File: config.mk
export PLATFORM = sky130hd
export DESIGN_NAME = hazard_ctrl_unit
export DESIGN_NICKNAME = d
export VERILOG_FILES = /design/src/rtl/hazard_pkg.sv /design/src/rtl/hazard_ctrl_unit.sv
export SDC_FILE = /design/constraint.sdc
export NUM_CORES = 1
export LEC_CHECK = 0
export BUFFER_PORTS_ARGS = -buffer_cell sky130_fd_sc_hd__buf_2
export CAP_MARGIN = 20
export CELL_PAD_IN_SITES_DETAIL_PLACEMENT = 1
export CELL_PAD_IN_SITES_GLOBAL_PLACEMENT = 1
export CORE_UTILIZATION = 28
export DETAILED_ROUTE_END_ITERATION = 7
export GPL_ROUTABILITY_DRIVEN = 0
export PLACE_DENSITY = 0.78
export RECOVER_POWER = 50
export SLEW_MARGIN = 5
export SYNTH_ARGS = -nofsm -noshare
export SYNTH_HDL_FRONTEND = slang
export SYNTH_SLANG_ARGS = --single-unit
File: constraint.sdc
create_clock -name clk -period 2.82 [get_ports clk]
set_input_delay 0.564 -clock clk [delete_from_list [all_inputs] [get_ports clk]]
set_output_delay 0.564 -clock clk [all_outputs]
set_load 0.01 [all_outputs]
File: src/rtl/hazard_pkg.sv
// Shared types and helpers for the pipeline hazard controller.
// Register-address match that never flags r0.
package hazard_pkg;

  typedef enum logic {
    RUN   = 1'b0,
    STALL = 1'b1
  } hz_state_e;

  localparam int CNT_W = 3;
  localparam int N_W   = 4;
  localparam int MAX_AW = 16;

  // Longest stall the counter can express: cnt holds N-2.
  localparam int N_MAX = (1 << CNT_W) + 1;

  function automatic logic hz_match(
    input logic [MAX_AW-1:0] addr,
    input logic [MAX_AW-1:0] rs,
    input logic [MAX_AW-1:0] rt,
    input logic              use_rt
  );
    logic w_hit;
    w_hit = (addr == rs) || (use_rt && (addr == rt));
    return (addr != '0) && w_hit;
  endfunction

endpackage

File: src/rtl/hazard_ctrl_unit.sv
// Load-use / branch hazard controller for the 5-stage core.
// Issues N-cycle stalls and freezes the pipe on memory wait.
module hazard_ctrl_unit
  import hazard_pkg::*;
#(
  parameter int ADDR_W   = 5,
  parameter int LOAD_LAT = 1,
  parameter int BR_EXTRA = 1,
  parameter int BR_ALU   = 1
) (
  input  logic              clk,
  input  logic              rst_n,
  input  logic              mem_read_ex,
  input  logic              reg_write_ex,
  input  logic [ADDR_W-1:0] dst_addr_ex,
  input  logic [ADDR_W-1:0] rs_addr_id,
  input  logic [ADDR_W-1:0] rt_addr_id,
  input  logic              use_rt_id,
  input  logic              branch_id,
  input  logic              mem_ready,
  output logic              pc_write,
  output logic              if_id_write,
  output logic              id_ex_flush,
  output logic              freeze,
  output logic              stall_busy
);

  hz_state_e        r_state;
  logic [CNT_W-1:0] r_cnt;
  logic             r_live;

  logic             w_match;
  logic             w_ld_hit;
  logic             w_br_hit;
  logic [N_W-1:0]   w_n_raw;
  logic [N_W-1:0]   w_n;
  logic             w_stall;
  logic             w_adv;

  localparam logic [N_W-1:0] LD_N  = N_W'(LOAD_LAT);
  localparam logic [N_W-1:0] BRX_N = N_W'(BR_EXTRA);
  localparam logic [N_W-1:0] ALU_N = N_W'(BR_ALU);
  localparam logic [N_W-1:0] CAP_N = N_W'(N_MAX);

  // Hazard detection and stall-length decode against EX.
  always_comb begin
    w_match  = hz_match(MAX_AW'(dst_addr_ex),
                        MAX_AW'(rs_addr_id),
                        MAX_AW'(rt_addr_id),
                        use_rt_id);
    w_ld_hit = mem_read_ex && w_match;
    w_br_hit = branch_id && reg_write_ex && w_match;
    w_n_raw  = '0;
    if (w_ld_hit) begin
      w_n_raw = LD_N + (branch_id ? BRX_N : '0);
    end else if (w_br_hit) begin
      w_n_raw = ALU_N;
    end
    // Saturate so N-2 always fits the counter.
    w_n = (w_n_raw > CAP_N) ? CAP_N : w_n_raw;
  end

  // Stall is active while counting or on a fresh hazard in RUN.
  always_comb begin
    w_stall = (r_state == STALL) || (w_n != '0);
    w_adv   = r_live && mem_ready;
  end

  // Output priority: reset window, then freeze, then stall/idle.
  always_comb begin
    pc_write    = 1'b0;
    if_id_write = 1'b0;
    id_ex_flush = 1'b1;
    freeze      = 1'b0;
    stall_busy  = 1'b0;
    if (rst_n && r_live) begin
      stall_busy = (r_state == STALL);
      if (!mem_ready) begin
        freeze      = 1'b1;
        id_ex_flush = 1'b0;
      end else begin
        pc_write    = !w_stall;
        if_id_write = !w_stall;
        id_ex_flush = w_stall;
      end
    end
  end

  // Stall sequencer; holds while frozen, decode starts after reset.
  always_ff @(posedge clk or negedge rst_n) begin
    if (!rst_n) begin
      r_state <= RUN;
      r_cnt   <= '0;
      r_live  <= 1'b0;
    end else begin
      r_live <= 1'b1;
      if (w_adv) begin
        unique case (r_state)
          RUN: begin
            if (w_n > N_W'(1)) begin
              r_state <= STALL;
              r_cnt   <= CNT_W'(w_n - N_W'(2));
            end
          end
          STALL: begin
            if (r_cnt == '0) begin
              r_state <= RUN;
            end else begin
              r_cnt <= r_cnt - CNT_W'(1);
            end
          end
        endcase
      end
    end
  end

endmodule
==> run_summary.xml <==
<?xml version="1.0" encoding="UTF-8"?>
<metrics>
  <group name="status">
    <metric name="run_status" unit="">complete, no violations</metric>
  </group>
  <group name="critical_path">
    <metric name="cp_data_arrival_time" unit="ps">2070</metric>
    <metric name="cp-start-kind" unit="">primary input</metric>
    <metric name="critical_path.max_fanout" unit="">4</metric>
    <metric name="worstSetupPathType" unit="">in -&gt; out</metric>
    <metric name="critPathCaptureType" unit="">primary output</metric>
    <metric name="cp_data_required_time" unit="ps">2260</metric>
  </group>
  <group name="pwr">
    <metric name="power.share.clock" unit="%">33.3</metric>
    <metric name="seq_power_share" unit="%">35.1</metric>
    <metric name="combPwrFrac" unit="%">31.7</metric>
    <metric name="leakage_power" unit="nW">0.3283</metric>
    <metric name="p_per_area" unit="nW/µm²">372.5</metric>
    <metric name="p_sw" unit="mW">0.06992</metric>
    <metric name="sw_frac_of_total" unit="%">29.65</metric>
    <metric name="power.internal" unit="mW">0.1659</metric>
    <metric name="worst_ir_drop_vdd" unit="mV">0.2033</metric>
  </group>
  <group name="synthesis">
    <metric name="postSynth.topFlopCell" unit="">sky130_fd_sc_hd__dfrtp_1</metric>
    <metric name="yosysTopAreaCellShare" unit="%">26.74</metric>
    <metric name="syn-cell-area" unit="µm²">467.9</metric>
    <metric name="synth.top_cells.by_area" unit="">sky130_fd_sc_hd__dfrtp_1 (27%), sky130_fd_sc_hd__xor2_1 (17%), sky130_fd_sc_hd__nand2_1 (5.6%)</metric>
    <metric name="synth-seq-area-share" unit="%">26.74</metric>
    <metric name="synthesized_area_per_cell" unit="µm²">8.508</metric>
    <metric name="synth_cell_types" unit="">25</metric>
    <metric name="synth_async_sr_flop_share" unit="%">100.0</metric>
    <metric name="syn_inst" unit="">55</metric>
    <metric name="synth_top_area_cell" unit="">sky130_fd_sc_hd__dfrtp_1</metric>
    <metric name="ys_seq_elements" unit="">5</metric>
    <metric name="synth_enable_flop_cells" unit="">0</metric>
    <metric name="syn_nets" unit="">79</metric>
    <metric name="synthesis.yosys.warnings" unit="">0</metric>
  </group>
  <group name="sta">
    <metric name="setup-violations-final" unit="">0</metric>
    <metric name="period_needed" unit="ps">2632</metric>
    <metric name="max_frequency" unit="MHz">380.0</metric>
    <metric name="finalHoldViolCount" unit="">0</metric>
    <metric name="timing.final.crit_share" unit="%">93.32</metric>
    <metric name="slew_viol_final" unit="">0</metric>
    <metric name="fin_worst_hold_slack" unit="ps">192.8</metric>
    <metric name="finalClockSkew" unit="ps">2.165</metric>
    <metric name="rsz_0062_raised_after_global_routing" unit="">no</metric>
    <metric name="fin_setup_tns" unit="ps">0</metric>
  </group>
  <group name="floorplan">
    <metric name="die_width" unit="µm">42.88</metric>
    <metric name="design.portCount" unit="">27</metric>
    <metric name="core-area" unit="µm²">1541</metric>
    <metric name="floorplan.initialDensity" unit="%">30.36</metric>
    <metric name="floorplan.die.height" unit="µm">42.88</metric>
    <metric name="num_rows" unit="">14</metric>
    <metric name="die_area" unit="µm²">1839</metric>
  </group>
  <group name="cts">
    <metric name="ctsHtreeMaxLevel" unit="">1</metric>
    <metric name="cts-hold-fix-buffers" unit="">0</metric>
    <metric name="clock_sinks" unit="">5</metric>
    <metric name="postCtsSetupRepairBufs" unit="">0</metric>
    <metric name="insertion_delay" unit="ps">230</metric>
    <metric name="cts.reportedPaths.clkPinSlew" unit="ps">40</metric>
    <metric name="tritoncts.num_buffers" unit="">3</metric>
    <metric name="tritoncts" unit="">built</metric>
    <metric name="postCtsResizedCells" unit="">0</metric>
    <metric name="cts_root_buffer" unit="">sky130_fd_sc_hd__clkbuf_4</metric>
    <metric name="clock_path_buffers" unit="">2</metric>
  </group>
  <group name="global_routing">
    <metric name="grt_max_degree" unit="">7</metric>
    <metric name="track_usage" unit="%">14.74</metric>
    <metric name="grt_antenna_before_repair" unit="">0</metric>
    <metric name="first_global_vias" unit="">507</metric>
    <metric name="grt_first_pass_wirelength" unit="µm">2070</metric>
    <metric name="overflow" unit="">0</metric>
  </group>
  <group name="route">
    <metric name="antenna_left" unit="">0</metric>
    <metric name="drc" unit="">0</metric>
    <metric name="totalWireLength" unit="µm">1251</metric>
    <metric name="routed-via-count" unit="">472</metric>
    <metric name="firstDrtPassIters" unit="">2</metric>
    <metric name="route.detailed.vias_per_inst" unit="">4.720</metric>
    <metric name="wl_per_cell" unit="µm">12.51</metric>
    <metric name="drt_first_iter_violations" unit="">1</metric>
  </group>
  <group name="cells_and_area">
    <metric name="drive_above_1_share" unit="%">38.10</metric>
    <metric name="fillCellCount" unit="">203</metric>
    <metric name="multi_input_comb_area" unit="µm²">316.6</metric>
    <metric name="final_net_count" unit="">109</metric>
    <metric name="combined_flip_flop_and_latch_cell_area" unit="µm²">125.1</metric>
    <metric name="area_growth" unit="%">35.29</metric>
    <metric name="antenna_cells" unit="">0</metric>
  </group>
  <group name="min_path">
    <metric name="timing.hold.worst.class" unit="">in -&gt; async</metric>
  </group>
  <group name="flow_run">
    <metric name="cap_viol_max_count" unit="">0</metric>
  </group>
  <group name="place">
    <metric name="number_of_i_o_port_buffers" unit="">26</metric>
    <metric name="detailedPlacementHpwl" unit="µm">1056</metric>
  </group>
</metrics>
-- per-layer routing --
metal  share of wire (%)  GRT usage (%)  wire [µm]  vias to the layer above
met5                   0              0          0                        -
met4                   0          5.625          0                        0
met3                 2.9          2.553         36                        0
met2                  53          27.27        664                        7
met1                  44          16.36        550                      217
li1                    -              -          -                      248
-- cell families (layout without fill, tap and decap cells) --
group	Yosys count	count (layout)	synth area share (%)
xor gates and xnor gates	10	10	18.72
DFF	5	5	26.74
adders and majority gates	2	2	5.347
AOI/OAI and AO/OA	10	10	16.58
buffers and inverters	6	35	5.616
and+or+nand+nor	19	19	20.86
other	1	1	0.8014
muxes	2	2	5.347
-- cell usage in the layout, fill, tap and decap left out, drive strengths merged --
| cell | count |
|---|---|
| buf | 23 |
| xor2 | 9 |
| nand2 | 7 |
| clkbuf | 7 |
| inv | 5 |
| dfrtp | 5 |
| nor2 | 4 |
| nor3 | 4 |
| a21oi | 2 |
| ha | 2 |
| a21o | 2 |
| or4 | 1 |
| nor4 | 1 |
| xnor2 | 1 |
| a32oi | 1 |
| o31ai | 1 |
| or3b | 1 |
| o32ai | 1 |
| or3 | 1 |
| o31a | 1 |
| mux2 | 1 |
| mux2i | 1 |
| o311ai | 1 |
| o211ai | 1 |
| conb | 1 |
-- cells in the mapped netlist (all sizes together) (2+ instances only) --
master,n
nor3,4
nand2,7
nor2,4
a21o,2
inv,5
xor2,9
dfrtp,5
ha,2
a21oi,2
-- power groups by stage --
stage | logic (mW) | clock network (mW) | registers [mW]
after floorplan | 0.0442 | 0 | 0.0822
after global placement | 0.0729 | 0 | 0.0836
after detailed placement | 0.0754 | 0 | 0.0835
after CTS | 0.0758 | 0.0839 | 0.0825
after global routing | 0.0845 | 0.0895 | 0.0834
final | 0.0747 | 0.0785 | 0.0827
-- worst max-delay path: stages --
cell                      delay (ps)
sky130_fd_sc_hd__buf_2           120
sky130_fd_sc_hd__or4_2           650
sky130_fd_sc_hd__nor2_1          240
sky130_fd_sc_hd__o31ai_1         140
sky130_fd_sc_hd__nor3_1          180
sky130_fd_sc_hd__buf_2           170
-- sequential cells by signal, summed over array words and instances (netlist names) --
signal / flops
r_state: 1
r_live: 1
r_cnt: 3
-- layout make-up --
type                            count  share of cell area [%]
Multi-Input combinational cell     44                   50.00
Timing Repair Buffer               26                   19.96
Sequential cell                     5                   19.76
Clock buffer                        4                   4.150
Tap cell                           16                   3.162
Inverter                            5                   2.964
-- final timing paths --
check / depth (start not counted) / slack (ps) / to / startpoint
max in group asynchronous: 1 / 2390 / r_cnt[2]$_DFFE_PN0P_ / rst_n
worst max register to register: 4 / 1250 / r_cnt[0]$_DFFE_PN0P_ / r_live$_DFF_PN0_
min in group clk: 1 / 480 / r_cnt[1]$_DFFE_PN0P_ / r_cnt[1]$_DFFE_PN0P_
worst min register to register: 1 / 480 / r_cnt[1]$_DFFE_PN0P_ / r_cnt[1]$_DFFE_PN0P_
worst min-delay path: 1 / 190 / r_cnt[0]$_DFFE_PN0P_ / rst_n
worst max-delay path: 6 / 190 / if_id_write / dst_addr_ex[0]
-- stage by stage --
stage | total power [mW] | std cells | worst slack (ps) | utilization, % | instance area [µm²]
2_1_floorplan | 0.1264 | 55 | 232.1 | - | 467.9
3_3_place_gp | 0.1565 | 96 | 259.7 | 39.61 | 610.6
3_5_place_dp | 0.1589 | 96 | 189.6 | 39.61 | 610.6
4_1_cts | 0.2423 | 100 | 186.9 | 41.31 | 636.9
5_1_grt | 0.2574 | 100 | 86.59 | 41.07 | 633.1
6_report | 0.2358 | 100 | 188.4 | 41.07 | 633.1
(Power assumes the default switching activity.)
